`src/rtl/spi_rx.sv`:
```
// spi_rx: SPI slave receiver (SCK idles high, sampled on rise, CS_n active low, MSB first).
// Optional macro SPI_RX_FIFO_EN: buffer completed words in a show-ahead FIFO instead of one output register.
module spi_rx #(
  parameter int DATA_WIDTH  = 8,
  parameter int SYNC_STAGES = 2,
  parameter int FIFO_DEPTH  = 4
) (
  input  logic                  clk_in,
  input  logic                  rst_in,
  input  logic                  spi_clk_in,
  input  logic                  spi_sel_in,
  input  logic                  spi_data_in,
  output logic [DATA_WIDTH-1:0] data_out,
  output logic                  valid_out,
  input  logic                  ready_in,
  output logic                  busy_out,
  output logic                  frame_err_out,
  output logic                  overrun_out
);
  localparam int                CNT_W    = $clog2(DATA_WIDTH);
  localparam int                WARM_W   = $clog2(SYNC_STAGES + 1);
  localparam logic [CNT_W-1:0]  LAST_BIT = CNT_W'(DATA_WIDTH - 1);
  localparam logic [WARM_W-1:0] WARM_END = WARM_W'(SYNC_STAGES);

  typedef enum logic {IDLE, RECV} state_t;

  logic [SYNC_STAGES-1:0] sck_sync, sel_sync, mosi_sync;
  logic                   sck_d, sel_d;
  logic [WARM_W-1:0]      warm_cnt;
  logic                   armed;
  logic                   sck_s, sel_s, mosi_s;
  logic                   sck_rise, sel_fall, sel_rise;

  assign sck_s  = sck_sync[SYNC_STAGES-1];
  assign sel_s  = sel_sync[SYNC_STAGES-1];
  assign mosi_s = mosi_sync[SYNC_STAGES-1];

  assign sck_rise = sck_s & ~sck_d;
  assign sel_fall = ~sel_s & sel_d;
  assign sel_rise = sel_s & ~sel_d;

  // The chains restart from their idle values, so a CS that is already low after reset
  // looks like a fresh fall; arming only after CS is truly seen high keeps us out of that frame.
  always_ff @(posedge clk_in or posedge rst_in) begin
    if (rst_in) begin
      sck_sync  <= '1;
      sel_sync  <= '1;
      mosi_sync <= '0;
      sck_d     <= 1'b1;
      sel_d     <= 1'b1;
      warm_cnt  <= '0;
      armed     <= 1'b0;
    end else begin
      // NOTE: non-blocking assignments make every flop sample the pre-edge value, so the chains shift one stage per clock.
      sck_sync  <= (sck_sync << 1)  | SYNC_STAGES'(spi_clk_in);
      sel_sync  <= (sel_sync << 1)  | SYNC_STAGES'(spi_sel_in);
      mosi_sync <= (mosi_sync << 1) | SYNC_STAGES'(spi_data_in);
      sck_d     <= sck_s;
      sel_d     <= sel_s;
      if (warm_cnt != WARM_END) warm_cnt <= warm_cnt + 1'b1;
      else if (sel_s)           armed    <= 1'b1;
    end
  end

  state_t                state;
  logic [CNT_W-1:0]      bit_cnt, cnt_next;
  logic [DATA_WIDTH-2:0] shift_q;    // the MSB leaves straight through shift_next
  logic [DATA_WIDTH-1:0] shift_next;
  logic                  cnt_last, word_done;

  assign shift_next = {shift_q, mosi_s};
  assign cnt_last   = (bit_cnt == LAST_BIT);
  assign cnt_next   = !sck_rise ? bit_cnt : (cnt_last ? '0 : bit_cnt + 1'b1);
  assign word_done  = (state == RECV) & sck_rise & cnt_last;
  assign busy_out   = (state == RECV);

  always_ff @(posedge clk_in or posedge rst_in) begin
    if (rst_in) begin
      state         <= IDLE;
      bit_cnt       <= '0;
      shift_q       <= '0;
      frame_err_out <= 1'b0;
    end else begin
      frame_err_out <= 1'b0;
      case (state)
        IDLE: begin
          if (sel_fall && armed) begin
            state   <= RECV;
            bit_cnt <= '0;
            shift_q <= '0;
          end
        end
        RECV: begin
          if (sck_rise) begin
            shift_q <= shift_next[DATA_WIDTH-2:0];
            bit_cnt <= cnt_next;
          end
          // A rise in the same cycle is counted first, so a just-finished word is not an error.
          if (sel_rise) begin
            state         <= IDLE;
            bit_cnt       <= '0;
            shift_q       <= '0;
            frame_err_out <= (cnt_next != '0);
          end
        end
      endcase
    end
  end

`ifdef SPI_RX_FIFO_EN
  localparam int AW = $clog2(FIFO_DEPTH);

  logic [DATA_WIDTH-1:0] mem [FIFO_DEPTH];
  logic [DATA_WIDTH-1:0] push_data;
  logic                  push_q;
  logic [AW-1:0]         wr_ptr, rd_ptr;
  logic [AW:0]           count;
  logic                  full, pop, do_push;

  assign full      = (count == (AW + 1)'(FIFO_DEPTH));
  assign valid_out = (count != '0);
  assign pop       = valid_out & ready_in;
  assign do_push   = push_q & (~full | pop);
  assign data_out  = valid_out ? mem[rd_ptr] : '0;

  // NOTE: storage is left unreset; it is unread until written and data_out is gated while empty.
  always_ff @(posedge clk_in) begin
    if (do_push) mem[wr_ptr] <= push_data;
  end

  always_ff @(posedge clk_in or posedge rst_in) begin
    if (rst_in) begin
      push_q      <= 1'b0;
      push_data   <= '0;
      wr_ptr      <= '0;
      rd_ptr      <= '0;
      count       <= '0;
      overrun_out <= 1'b0;
    end else begin
      push_q      <= word_done;
      if (word_done) push_data <= shift_next;
      overrun_out <= push_q & full & ~pop;
      if (do_push) wr_ptr <= wr_ptr + 1'b1;
      if (pop)     rd_ptr <= rd_ptr + 1'b1;
      case ({do_push, pop})
        2'b10:   count <= count + 1'b1;
        2'b01:   count <= count - 1'b1;
        default: count <= count;
      endcase
    end
  end
`else
  always_ff @(posedge clk_in or posedge rst_in) begin
    if (rst_in) begin
      data_out    <= '0;
      valid_out   <= 1'b0;
      overrun_out <= 1'b0;
    end else begin
      overrun_out <= 1'b0;
      if (word_done) begin
        if (!valid_out || ready_in) begin
          data_out  <= shift_next;
          valid_out <= 1'b1;
        end else begin
          overrun_out <= 1'b1;
        end
      end else if (ready_in) begin
        valid_out <= 1'b0;
      end
    end
  end
`endif

endmodule

```
`config.mk`:
```
export PLATFORM = sky130hd
export DESIGN_NAME = spi_rx
export DESIGN_NICKNAME = d
export VERILOG_FILES = /design/src/rtl/spi_rx.sv
export SDC_FILE = /design/constraint.sdc
export NUM_CORES = 1
export LEC_CHECK = 0
export CAP_MARGIN = 20
export CORE_UTILIZATION = 40
export DETAILED_ROUTE_END_ITERATION = 10
export GPL_TIMING_DRIVEN = 1
export MAX_ROUTING_LAYER = met4
export PLACE_DENSITY = 0.7
export RECOVER_POWER = 25
export SLEW_MARGIN = 20
export SYNTH_ARGS = -nofsm -noshare
export SYNTH_HDL_FRONTEND = slang
export SYNTH_SLANG_ARGS = --single-unit
```
`constraint.sdc`:
```
create_clock -name clk_in -period 2.13 [get_ports clk_in]
set_input_delay 0.426 -clock clk_in [delete_from_list [all_inputs] [get_ports clk_in]]
set_output_delay 0.426 -clock clk_in [all_outputs]
set_load 0.01 [all_outputs]
```
==> flow_summary.yaml <==
outcome:
  outcome: "finished clean"
timing:
  finalWorstSetupSlack_ns: 0.267
  period_needed_ns: 1.86
  finalHoldViolCount: 0
  setup_violations: 0
  slew_headroom_pct: 62.2
  setup_tns_ns: 0
  hold_ws_ns: 0.355
  tightest_slew_ns: 0.567
  finalMaxSlewViolations: 0
  timing.fmax_mhz: 537
  fin_crit_sh_pct: 87.5
  rsz0062_at_grt: "no"
  skew_ns: 0.0120
worst_setup_path:
  critPathCaptureType: "output pin"
  cp.depth: 1
  critPathBufInv: 1
  cpMaxStageDelayCell: "clkdlybuf4s50_1"
  worst-setup-path-type: "reg -> out"
  startpoint_type: "flip-flop"
  crit_family: "buffers and inverters"
  path_cells: "clkdlybuf4s50_1"
  critPathMaxStageDelay_ns: 0.60
  cp.required_ns: 1.70
  reg2regPathDepth: 3
  cp.arrival_ns: 1.44
  worstPathMaxFanout: 8
logic_synthesis:
  yosysSeqAreaShare_pct: 64.5
  avgSynthCellArea_sq_um: 12.3
  synth.ff_latch_count: 33
  yosysUniqueCellTypes: 25
  netlist_area_sq_um: 1290
  synth_cells: 105
  ys.warnings.count: 0
  syn-num-nets: 114
detailed_routing:
  wl_per_cell_microns: 12.9
  drt_iter0_drc: 17
  drcViolationCount: 0
  dr.pass1.iters: 4
  wl_microns: 2230
  final_antenna_net_count: 0
  vias_per_cell: 5.14
  vias: 884
clocking:
  clk_pin_slew_ns: 0.09
  cts_max_level: 2
  numCtsBuffers: 5
  clock-root-buffer: "clkbuf_4"
  postCtsSetupRepairBufs: 0
  cts_buffer_depth: 2
  clock_latency_ns: 0.33
  clock-sinks: 33
  cts_tree: "yes"
  post_cts_resized: 0
  hold_buffers: 0
floorplanning:
  start_util_pct: 42.3
  num_rows: 20
  core-area_sq_um: 3050
  dieWidth_microns: 58.8
  die_h_microns: 58.8
  die_area_sq_um: 3460
  io_pins: 18
pwr:
  p_leak_nw: 0.711
  power_mw: 1.12
  vdd_ir_drop_max_uv: 443
  pwr_density_cell_nw_per_um2: 703
worst_hold_path:
  worstHoldPathType: "reg -> reg"
  whs_path_depth: 0
global_routing:
  grt-ovfl-total: 0
  antenna_found_initial: 0
  grt_max_degree: 21
  grt_pass1_wl_microns: 3940
  grtUsageTotal_pct: 16.4
  grt_pass1_vias: 940
layout:
  nFillCells: 286
  area_growth_pct: 22.9
  fin_area_sq_um: 1590
  nets: 137
  drive_above_1_share_pct: 11.7
  diodes: 0
placed_design:
  place.detailed.hpwl_microns: 1630
  gp_congestion: 0.766
  placed_cell_area_sq_um: 1530
  io_buffers: 17
  dp_slack_ns: 0.343
flow_run:
  max-cap-violations: 0
## routing by layer
metal | GRT usage [%] | vias to the layer above | wire length, microns
met5 | - | - | 0
met3 | 7.25 | 6 | 115
met1 | 17.5 | 435 | 968
met4 | 7.48 | 0 | 50
met2 | 26.1 | 28 | 1090
li1 | - | 415 | -
## final timing paths
path / start / end / slack (ns)
worst max-delay path: busy_out / busy_out / 0.27
worst min-delay path: mosi_sync[0] / mosi_sync[1] / 0.36
max in group asynchronous: rst_in / data_out[5] / 1.05
worst max register to register: sel_sync[1] / bit_cnt[0] / 0.44
worst min register to register: mosi_sync[0] / mosi_sync[1] / 0.36
min in group asynchronous: rst_in / bit_cnt[2] / 0.58
## Yosys cell counts
master | count | area share (%)
a21oi_1 | 1 | 0.39
nor2_1 | 2 | 0.58
nand2_1 | 12 | 3.5
clkbuf_1 | 1 | 0.29
nand2b_1 | 3 | 1.5
a2111oi_0 | 1 | 0.68
buf_2 | 3 | 1.2
o21ai_0 | 9 | 3.5
o31ai_1 | 2 | 1.2
nor2b_1 | 2 | 0.97
dfrtp_1 | 27 | 52
nand4bb_1 | 1 | 0.87
dfstp_2 | 6 | 12
nor3_1 | 2 | 0.77
ha_1 | 3 | 2.9
a21o_1 | 1 | 0.58
o21ai_1 | 1 | 0.39
nor4_1 | 1 | 0.48
a21oi_2 | 1 | 0.68
nand4b_1 | 1 | 0.68
inv_1 | 5 | 1.5
xnor2_1 | 1 | 0.68
nand4_1 | 10 | 4.8
mux2_1 | 8 | 7.0
buf_4 | 1 | 0.58
## state kept, by name, indices dropped and copies added (netlist names)
name           flops
data_out           8
shift_q            7
bit_cnt            3
mosi_sync          2
sck_sync           2
sel_sync           2
warm_cnt           2
armed              1
busy_out           1
frame_err_out      1
overrun_out        1
sck_d              1
sel_d              1
valid_out          1
## cells by family (layout without fill, tap and decap cells)
group           count (synthesis)  count (layout)  synth area share, %
compound gates                 16              16                 7.36
xor+xnor                        1               1                0.678
fa+ha+maj                       3               3                 2.90
buf+inv                        10              33                 3.48
flops                          33              33                 64.5
mux                             8               8                 6.97
simple gates                   34              34                 14.1
## metrics by stage
| step | instances | utilization [%] |
|---|---|---|
| 5_1_grt | 172 | 52.0 |
| 3_3_place_gp | 165 | 50.2 |
| 6_report | 172 | 52.0 |
| 3_5_place_dp | 165 | 50.2 |
| 4_1_cts | 172 | 52.0 |
| 2_1_floorplan | 105 | - |
## cell usage in the layout (no fill, tap or decap), types with 4 or more instances in the layout
master,synthesis,final
clkbuf_4,0,5
dfstp_2,6,4
nand4_1,10,10
dlygate4sd3_1,0,4
clkdlybuf4s50_1,0,13
inv_1,5,5
dfrtp_1,27,27
o21ai_0,9,9
nand2_1,12,12
mux2_1,8,8
## where the power goes
part	internal, mW	total, mW	leakage (nW)	switching [mW]
logic	0.0396	0.0927	0.260	0.0532
clock network	0.156	0.350	0.0314	0.194
registers	0.652	0.674	0.419	0.0217
## area by class of cell
type	count	area, sq um	area share [%]
sequential	33	833	52.4
multi-input combinational	62	414	26.1
timing repair buffer	21	213	13.4
clock buffer	7	55.1	3.46
tap	44	55.1	3.46
inverter	5	18.8	1.18
Power figures use the tool's default switching activity.
